==> config.mk <==
export PLATFORM = sky130hd
export DESIGN_NAME = dmem_arbiter
export DESIGN_NICKNAME = d
export VERILOG_FILES = /design/src/rtl/dmem_arb_pkg.sv /design/src/rtl/dmem_arb_starve.sv /design/src/rtl/dmem_arbiter.sv
export SDC_FILE = /design/constraint.sdc
export NUM_CORES = 1
export LEC_CHECK = 0
export ABC_AREA = 1
export BUFFER_PORTS_ARGS = -buffer_cell sky130_fd_sc_hd__buf_4
export CAP_MARGIN = 25
export CORE_AREA = 5 5 89 91
export DETAILED_ROUTE_END_ITERATION = 6
export DIE_AREA = 0 0 94 96
export HOLD_SLACK_MARGIN = 0.06
export PLACE_DENSITY = 0.61
export SLEW_MARGIN = 10
export SYNTH_ARGS = -nofsm -noshare
export SYNTH_HDL_FRONTEND = slang
export SYNTH_SLANG_ARGS = --single-unit
==> constraint.sdc <==
create_clock -name clock -period 1.1 [get_ports clock]
set_input_delay 0.22 -clock clock [delete_from_list [all_inputs] [get_ports clock]]
set_output_delay 0.22 -clock clock [all_outputs]
set_load 0.01 [all_outputs]
==> src/rtl/dmem_arb_pkg.sv <==
// Shared types and widths for the dmem arbiter.
package dmem_arb_pkg;

  localparam int unsigned DMEM_ADDR_W = 12;
  localparam int unsigned DMEM_DATA_W = 32;

  typedef enum logic [1:0] {
    NONE = 2'd0,
    P    = 2'd1,
    X    = 2'd2
  } rd_owner_t;

endpackage

==> src/rtl/dmem_arb_starve.sv <==
// Starvation guard for port X: counts cycles X waits and flags when it must go first.
module dmem_arb_starve #(
  parameter int unsigned MAX_WAIT = 8
) (
  input  logic clock,
  input  logic reset,
  input  logic x_req,
  input  logic x_gnt,
  output logic starve
);

  localparam logic [7:0] MAX_CNT = 8'(MAX_WAIT);

  logic [7:0] wait_cnt;

  always_ff @(posedge clock or posedge reset) begin
    if (reset) begin
      wait_cnt <= '0;
    end else if (!x_req || x_gnt) begin
      wait_cnt <= '0;
    end else if (wait_cnt != MAX_CNT) begin
      wait_cnt <= wait_cnt + 8'd1;
    end
  end

  assign starve = (wait_cnt == MAX_CNT);

endmodule

==> src/rtl/dmem_arbiter.sv <==
// Two-port arbiter (P priority) for the single-port dmem with read-return routing.
// Define DMEM_ARB_STARVE_GUARD_EN to build the X starvation guard.
module dmem_arbiter
  import dmem_arb_pkg::*;
#(
  parameter int unsigned MAX_WAIT = 8
) (
  input  logic                   clock,
  input  logic                   reset,
  input  logic                   p_req,
  input  logic                   p_wren,
  input  logic [DMEM_ADDR_W-1:0] p_addr,
  input  logic [DMEM_DATA_W-1:0] p_data,
  input  logic                   x_req,
  input  logic                   x_wren,
  input  logic [DMEM_ADDR_W-1:0] x_addr,
  input  logic [DMEM_DATA_W-1:0] x_data,
  output logic                   p_gnt,
  output logic                   x_gnt,
  output logic                   p_rvalid,
  output logic                   x_rvalid,
  output logic [DMEM_DATA_W-1:0] p_q,
  output logic [DMEM_DATA_W-1:0] x_q,
  output logic [DMEM_ADDR_W-1:0] address_dmem,
  output logic [DMEM_DATA_W-1:0] data,
  output logic                   wren,
  input  logic [DMEM_DATA_W-1:0] q_dmem
);

  if (MAX_WAIT < 1 || MAX_WAIT > 255) begin : g_bad_max_wait
    $error("dmem_arbiter: MAX_WAIT out of range 1..255");
  end

  logic      starve;
  rd_owner_t rd_owner;

`ifdef DMEM_ARB_STARVE_GUARD_EN
  dmem_arb_starve #(.MAX_WAIT(MAX_WAIT)) u_starve (
    .clock  (clock),
    .reset  (reset),
    .x_req  (x_req),
    .x_gnt  (x_gnt),
    .starve (starve)
  );
`else
  assign starve = 1'b0;
`endif

  // Grants are suppressed while reset is high so dmem sees no access.
  always_comb begin
    p_gnt        = 1'b0;
    x_gnt        = 1'b0;
    address_dmem = '0;
    data         = '0;
    wren         = 1'b0;
    if (!reset) begin
      if (p_req && !(starve && x_req)) begin
        p_gnt = 1'b1;
      end else if (x_req) begin
        x_gnt = 1'b1;
      end
    end
    if (p_gnt) begin
      address_dmem = p_addr;
      data         = p_data;
      wren         = p_wren;
    end else if (x_gnt) begin
      address_dmem = x_addr;
      data         = x_data;
      wren         = x_wren;
    end
  end

  always_ff @(posedge clock or posedge reset) begin
    if (reset) begin
      rd_owner <= NONE;
    end else if (p_gnt && !p_wren) begin
      rd_owner <= P;
    end else if (x_gnt && !x_wren) begin
      rd_owner <= X;
    end else begin
      rd_owner <= NONE;
    end
  end

  assign p_rvalid = (rd_owner == P);
  assign x_rvalid = (rd_owner == X);
  assign p_q      = p_rvalid ? q_dmem : '0;
  assign x_q      = x_rvalid ? q_dmem : '0;

endmodule

==> results of run 1 <==
==> metal layers <==
| layer | share of wire | global-route usage | vias to the layer above |
|---|---|---|---|
| met2 | 0.56 | 0.372 | 151 |
| met5 | 0 | 0 | - |
| met4 | 0.020 | 0.0517 | 0 |
| li1 | - | - | 1311 |
| met3 | 0.11 | 0.0625 | 15 |
| met1 | 0.31 | 0.193 | 1192 |
==> critical path, delay by kind of cell, from the launching register on <==
family                 cells  cell delay (ns)
flip-flops                 1             0.40
buffers and inverters      3             0.35
AND/OR/NAND/NOR            2             0.22
==> logic make-up (layout without fill, tap and decap cells) <==
group / after synthesis / in the layout / synth area share
buffers and inverters: 56 / 313 / 0.219
DFF: 2 / 2 / 0.0418
and+or+nand+nor: 207 / 207 / 0.740
==> layout by cell type (no fill, tap or decap), drive strengths merged <==
cell | netlist | routed
nand3 | 45 | 45
clkbuf | 3 | 4
nor3 | 2 | 2
nand2 | 92 | 92
buf | 16 | 272
dfrtp | 2 | 2
inv | 37 | 37
nor2 | 68 | 68
==> where the power goes <==
part           internal (mW)  total, mW  switching (mW)
combinational          0.842       1.50           0.653
clock                  0.231      0.283          0.0517
sequential            0.0766     0.0783         0.00172
==> repair_timing <==
item,in CTS,in global routing
endpoints found under the setup margin,111,113
gates cloned,10,2
buffers inserted,13,3
pin swaps,36,29
resized for setup,172,63
==> worst paths after layout <==
kind                       slack (ns)   startpoint          end  cells past startpoint
setup / recovery                -0.30  rd_owner[1]      p_q[18]                      5
hold / removal                   0.11        reset  rd_owner[0]                      4
max in group asynchronous        0.90        reset  rd_owner[1]                      4
min in group clock               0.18       p_wren  rd_owner[0]                      2
==> cell type report <==
type	count	area share
clock buffer	3	0.00923
inverter	37	0.0327
multi-input combinational	207	0.345
sequential	2	0.0112
tap	99	0.0277
timing repair buffer	273	0.574
==> key figures, run 1 <==
Logic synthesis
  • Synth area leaders: nand2_1 26%, nor2_1 21%, nand3_1 19%, inv_1 11%, nand2_2 5.2%
  • Netlist cell types: 16
  • Leading area contributor after synthesis: nand2_1
  • Synth Instances: 265
  • Cell area after synthesis: 1200 µm²
  • Synthesized flop and latch total: 2
  • Share of flip-flops with an asynchronous set or reset: 1.00
  • Ys flop type: dfrtp_1
  • Most common library cells after synthesis: 82 x nand2_1, 66 x nor2_1, 45 x nand3_1
  • Top-count cell post-synth: nand2_1
  • Sequential area share after synthesis: 0.0418
  • Syn. warnings: 0
  • Number of synthesized flops with an enable pin: 0
  • Area share of the largest cell type after synthesis: 0.257
  • Syn nets: 391
  • Syn Area/Cell: 4.51 µm²

Job
  • MaxCap Viol Count: 0

STA
  • RSZ-0062 raised after global routing: true
  • Setup-failing EPs final: 112
  • Setup ws final: -0.300 ns
  • Fin. max-slew vios: 0
  • Hold Vio Cnt, Final: 0
  • Crit share post-route: 1.27
  • Worst-Margin Slew: 0.246 ns
  • Max Freq: 714 MHz
  • Worst slew margin: 0.836
  • Fin crit period: 1.40 ns
  • Hold slack: 0.108 ns
  • Setup TNS Final: -26.72 ns

Final layout
  • Layout cell share with drive strength beyond 1: 0.831
  • FF/Latch Area: 50.0 µm²
  • Fillcell total: 586
  • Post-route insts no fill: 621
  • Area of the multi-input gates: 1550 µm²
  • N_diodes: 0
  • Final net count: 650
  • Finished Cell Area: 4470 µm²
  • Area growth syn-to-layout: 274%
  • Biggest register: rd_owner
  • Util after Layout: 0.634
  • Largest regs: rd_owner: 2 flops
  • Max FFs per register: 2

Power
  • Pleak: 2.51 nW
  • Pwr/cell area: 415 nW/µm²
  • Maximum VDD drop: 0.223 mV
  • Final Power: 1.86 mW

Floorplanning
  • Initial Util: 0.169
  • Cell Rows: 31
  • Die W: 94 µm
  • Die footprint: 9020 µm²
  • I/O pin total: 239
  • Die height: 96 µm
  • Area of the core: 7060 µm²

Global route
  • GRT Overall Usage: 0.191
  • First-pass GRT wire length: 13.7 mm
  • Vias in the first global route: 2725
  • Largest net degree at the start of global routing: 24
  • Initial antenna violation count: 0
  • GRT overflow: 0

Placed design
  • Place WS: -0.123 ns
  • IO buf count: 238
  • Area of placed instances: 3280 µm²
  • Inst Count DP: 598
  • HPWL after DPL: 6.52 mm
  • Routability Congestion: 0.746

Detailed routing
  • Detail Route Antenna Nets: 0
  • Drt pass-1 iters: 4
  • DRC viols: 0
  • WL final: 9.35 mm
  • Vias post-DR: 2669
  • Routed wire per std cell: 15.1 µm
  • Initial DRC Count: 35
  • DR vias/cell: 4.30

Clock tree
  • H-tree Lvls: 1
  • Clock Tree Root: clkbuf_8
  • Cts hold-fix bufs: 0
  • Clk sinks: 2
  • Worst-case clock buffer depth: 2
  • Reg clk slew, reported paths: 0.03 ns
  • Cts bufs inserted: 3
  • CTS tree: done

Worst setup path
  • Largest stage delay, worst path: 0.40 ns
  • Worst setup SP type: register
  • Worst path cell trace: nor2_4 -> inv_4 -> clkbuf_16 -> nor2_2 -> buf_6
  • Max FO, Critical Path: 5
  • Worst path slowest cell: dfrtp_1
  • CP arrival: 1.18 ns
  • Crit end category: output port
  • Kind of critical path: reg2out
  • Worst EP required: 0.88 ns

Outcome
  • Violated checks: negative setup slack
  • Status: finished with violations

Worst hold path
  • HP Class: in2async
(Power assumes the default switching activity.)
==> run 2: changes to the inputs <==
Settings changed: CELL_PAD_IN_SITES_DETAIL_PLACEMENT from default to 2, CELL_PAD_IN_SITES_GLOBAL_PLACEMENT from default to 2, CORE_AREA 5 5 89 91 to default, CORE_ASPECT_RATIO from default to 0.6, CORE_MARGIN from default to 5, CORE_UTILIZATION from default to 10, DIE_AREA 0 0 94 96 to default, PLACE_DENSITY 0.61 to 0.95.
==> run 2 against run 1 <==
  * The run still ends with negative setup slack left
  * Count of clock-buffer cells in the layout unchanged
  * Final area up 5.2%
  * Combinational power up 6%
  * Flip-flop and latch count unchanged
  * Die area up 59%
  * Setup slack worse by 0.052 ns
  * Highest routed layer unchanged
  * Critical path type unchanged
==> key figures, run 2 (same netlist as run 1, synthesis figures left out) <==
Floorplanning
  • Die W: 151 µm
  • Cell Rows: 30
  • Initial Util: 0.104
  • Die footprint: 14300 µm²
  • Area of the core: 11500 µm²
  • Die height: 94.7 µm
  • I/O pin total: 239

Final layout
  • Area growth syn-to-layout: 293%
  • Largest regs: rd_owner: 2 flops
  • Biggest register: rd_owner
  • N_diodes: 0
  • Layout cell share with drive strength beyond 1: 0.832
  • Most frequent cells in the layout: 185 x buf_4, 67 x buf_6, 45 x nand2_4
  • Finished Cell Area: 4710 µm²
  • Max FFs per register: 2
  • Final net count: 651
  • Most common cell after layout, fill and taps aside: buf_4

Global route
  • Largest net degree at the start of global routing: 34
  • Vias in the first global route: 3318
  • First-pass GRT wire length: 19.4 mm
  • GRT Overall Usage: 0.175
  • Initial antenna violation count: 0
  • GRT overflow: 0

Worst hold path
  • HP Class: in2reg
  • Worst hold start: x_wren

Outcome
  • Status: finished with violations
  • Violated checks: negative setup slack

Placed design
  • IO buf count: 238
  • Routability Congestion: 0.780
  • HPWL after DPL: 9.41 mm
  • Area of placed instances: 3360 µm²

STA
  • Hold Vio Cnt, Final: 0
  • Fin crit period: 1.45 ns
  • Hold slack: 0.184 ns
  • Setup ws final: -0.352 ns
  • Fin. max-slew vios: 0
  • Setup-failing EPs final: 113
  • RSZ-0062 raised after global routing: true
  • Worst slew margin: 0.861
  • Worst-Margin Slew: 0.209 ns
  • Crit share post-route: 1.32
  • Max Freq: 689 MHz

Worst setup path
  • Setup crit start: rd_owner[0]
  • Crit end category: output port
  • Max FO, Critical Path: 12
  • Kind of critical path: reg2out
  • CP arrival: 1.23 ns
  • Worst EP required: 0.88 ns
  • Worst setup SP type: register

Job
  • MaxCap Viol Count: 0

Detailed routing
  • DRC viols: 0
  • DR vias/cell: 4.10
  • Initial DRC Count: 57
  • Vias post-DR: 2797
  • Drt pass-1 iters: 4
  • Detail Route Antenna Nets: 0
  • Routed wire per std cell: 19.8 µm
  • WL final: 13.5 mm

Power
  • Final Power: 2.21 mW
  • Pleak: 2.61 nW
  • Pwr/cell area: 470 nW/µm²
  • Maximum VDD drop: 0.303 mV

Clock tree
  • Worst-case clock buffer depth: 2
  • Clk sinks: 2
  • Clock Tree Root: clkbuf_16
  • Reg clk slew, reported paths: 0.03 ns
  • Cts bufs inserted: 3
  • H-tree Lvls: 1
  • CTS tree: done
  • Cts hold-fix bufs: 0
==> run 2: cell count changes in the layout (fill, tap and decap cells not counted), moves of 4 or more <==
cell     delta
nor2_4     +11
nand2_1     -4
nand2_4    +18
buf_6      +14
buf_12      +4
nand3_1     +7
nor2_2      -8
buf_4      -12
nand2_2    -14
nand3_4     -4
==> run 2: layout make-up <==
class	count	area [µm²]
clock buffer	3	75.1
timing repair buffer	274	2590
sequential	2	50.0
multi-input combinational	207	1640
fill	1290	6780
tap	160	200
inverter	37	146
==> run 2: path summary, 6_finish.rpt <==
| check | cells after the start | endpoint | slack [ns] |
|---|---|---|---|
| setup / recovery | 6 | p_q[6] | -0.35 |
| min in group asynchronous | 6 | rd_owner[1] | 0.30 |
| max in group asynchronous | 6 | rd_owner[0] | 0.70 |
| hold / removal | 2 | rd_owner[1] | 0.18 |
==> run 2: report_power, final <==
| part | total, mW | internal (mW) | switching (mW) |
|---|---|---|---|
| clock network | 0.540 | 0.462 | 0.0776 |
| registers | 0.0786 | 0.0766 | 0.00200 |
| logic | 1.59 | 0.860 | 0.735 |
==> run 2: metal layers <==
| metal | up-vias | track usage | share of wire |
|---|---|---|---|
| met5 | - | 0 | 0 |
| met4 | 0 | 0.0302 | 0.013 |
| met3 | 12 | 0.0408 | 0.076 |
| met2 | 133 | 0.353 | 0.56 |
| met1 | 1339 | 0.185 | 0.35 |
| li1 | 1313 | - | - |
==> run 2: metrics by stage <==
step | instances | setup slack, ns | util | TNS (ns)
final | 683 | -0.352 | 0.410 | -31.70
after global routing | 683 | -0.400 | 0.410 | -35.87
after CTS | 687 | -0.371 | 0.409 | -34.09
after detailed placement | 657 | -0.166 | 0.292 | -10.34
after global placement | 657 | -0.0836 | 0.292 | -5.28
after floorplan | 265 | -0.0350 | - | -0.748
==> run 2: critical path, cell delays in order, from the launching register on <==
cell	delay (ns)
dfrtp_1	0.34
inv_2	0.06
nor2_4	0.15
inv_6	0.08
buf_16	0.16
nor2_2	0.08
buf_4	0.12
==> run 2: what timing repair did <==
action | in CTS | in global routing
gates resized for setup | 219 | 63
endpoints found under the setup margin | 111 | 113
cloned | 12 | 0
setup buffers | 15 | 9
pin swaps | 41 | 18
==> run 3: changes to the inputs <==
Clock period 1.1 ns to 1.9 ns, I/O delays scaled along.
==> run 3 against run 2 <==
  * The flow now finishes without violations
  * Sequential share of layout area grew 0.49 points
  * Critical path depth shrank 1
  * Combinational power shrank 63%
  * Global-route usage shrank 4.3 points
  * Power shrank 57%
  * Clock power shrank 42%
  * Final cell count shrank 4.2%
  * Routed wire length shrank 24%
  * Highest routed layer unchanged
==> key figures, run 3 (same netlist as run 1, synthesis figures left out) <==
Outcome
  • Status: completed

Final layout
  • Area growth syn-to-layout: 169%
  • Most common cell after layout, fill and taps aside: buf_4
  • Largest regs: rd_owner: 2 flops
  • Finished Cell Area: 3220 µm²
  • Most frequent cells in the layout: 243 x buf_4, 82 x nand2_1, 65 x nor2_1
  • Post-route insts no fill: 654
  • Final net count: 622
  • N_diodes: 0
  • Max FFs per register: 2
  • Biggest register: rd_owner
  • Layout cell share with drive strength beyond 1: 0.530

Placed design
  • Place WS: 0.223 ns
  • Area of placed instances: 3140 µm²
  • Inst Count DP: 651
  • IO buf count: 238
  • Routability Congestion: 0.763
  • HPWL after DPL: 8.99 mm

STA
  • Max Freq: 577 MHz
  • Crit share post-route: 0.913
  • Setup ws final: 0.166 ns
  • Worst-Margin Slew: 0.503 ns
  • Hold Vio Cnt, Final: 0
  • Fin crit period: 1.73 ns
  • Setup-failing EPs final: 0
  • RSZ-0062 raised after global routing: false
  • Worst slew margin: 0.665
  • Hold slack: 0.0949 ns
  • Fin. max-slew vios: 0
  • Setup TNS Final: 0 ns

Global route
  • GRT overflow: 0
  • First-pass GRT wire length: 15.3 mm
  • Largest net degree at the start of global routing: 47
  • GRT Overall Usage: 0.132
  • Vias in the first global route: 2954
  • Initial antenna violation count: 0

Clock tree
  • Setup bufs post-CTS: 0
  • Cts bufs inserted: 3
  • Reg clk slew, reported paths: 0.03 ns
  • Clock Tree Root: clkbuf_16
  • H-tree Lvls: 1
  • Cts hold-fix bufs: 0
  • Clk sinks: 2
  • Worst-case clock buffer depth: 2
  • Post-CTS sizing: 0
  • CTS tree: done

Power
  • Pwr/cell area: 293 nW/µm²
  • Maximum VDD drop: 0.174 mV
  • Pleak: 2.04 nW

Floorplanning
  • Area of the core: 11500 µm²
  • Die W: 151 µm
  • Cell Rows: 30
  • Die footprint: 14300 µm²
  • Initial Util: 0.104
  • I/O pin total: 239
  • Die height: 94.7 µm

Detailed routing
  • DRC viols: 0
  • Routed wire per std cell: 15.7 µm
  • Detail Route Antenna Nets: 0
  • WL final: 10.3 mm
  • Initial DRC Count: 27
  • Drt pass-1 iters: 4
  • DR vias/cell: 3.98
  • Vias post-DR: 2601

Worst hold path
  • HP Class: in2async

Worst setup path
  • Worst EP required: 1.52 ns
  • Max FO, Critical Path: 32
  • Kind of critical path: reg2out
  • CP arrival: 1.35 ns
  • Setup crit start: rd_owner[1]
  • Worst setup SP type: register
  • Crit end category: output port

Job
  • MaxCap Viol Count: 0
==> run 3: final cells by class <==
type	instances	area, µm²
Sequential cell	2	50.0
Inverter	37	139
Fill cell	1451	8270
Clock buffer	3	75.1
Multi-Input combinational cell	207	887
Timing Repair Buffer	245	1860
Tap cell	160	200
==> run 3: worst paths after layout <==
| kind | endpoint | slack, ns | cells after the start |
|---|---|---|---|
| setup / recovery | p_q[13] | 0.17 | 5 |
| hold / removal | rd_owner[1] | 0.09 | 2 |
| max in group asynchronous | rd_owner[0] | 1.67 | 2 |
| min in group clock | rd_owner[1] | 0.34 | 2 |
==> run 3: worst max-delay path, cell delays in order, from the launching register on <==
cell	delay (ns)
dfrtp_1	0.37
nor2_2	0.16
inv_1	0.06
buf_4	0.23
nor2_1	0.16
buf_4	0.15
==> run 3: power by group <==
part | internal [mW] | switching, mW | total (mW) | leakage, nW
combinational | 0.320 | 0.264 | 0.584 | 1.98
sequential | 0.0443 | 0.000503 | 0.0448 | 0.0272
clock | 0.268 | 0.0458 | 0.313 | 0.0370
==> run 3: per-layer routing <==
metal / track usage / vias up / part of all wire
met5: 0 / - / 0
met4: 0.0256 / 0 / 0.0060
met3: 0.0566 / 2 / 0.13
met2: 0.245 / 144 / 0.49
met1: 0.141 / 1211 / 0.37
li1: - / 1244 / -
==> run 3: metrics by stage <==
stage | util | total power, mW
floorplan | - | 0.247
global placement | 0.273 | 0.614
detailed placement | 0.273 | 0.641
CTS | 0.280 | 0.964
global route | 0.280 | 1.01
finish | 0.280 | 0.942
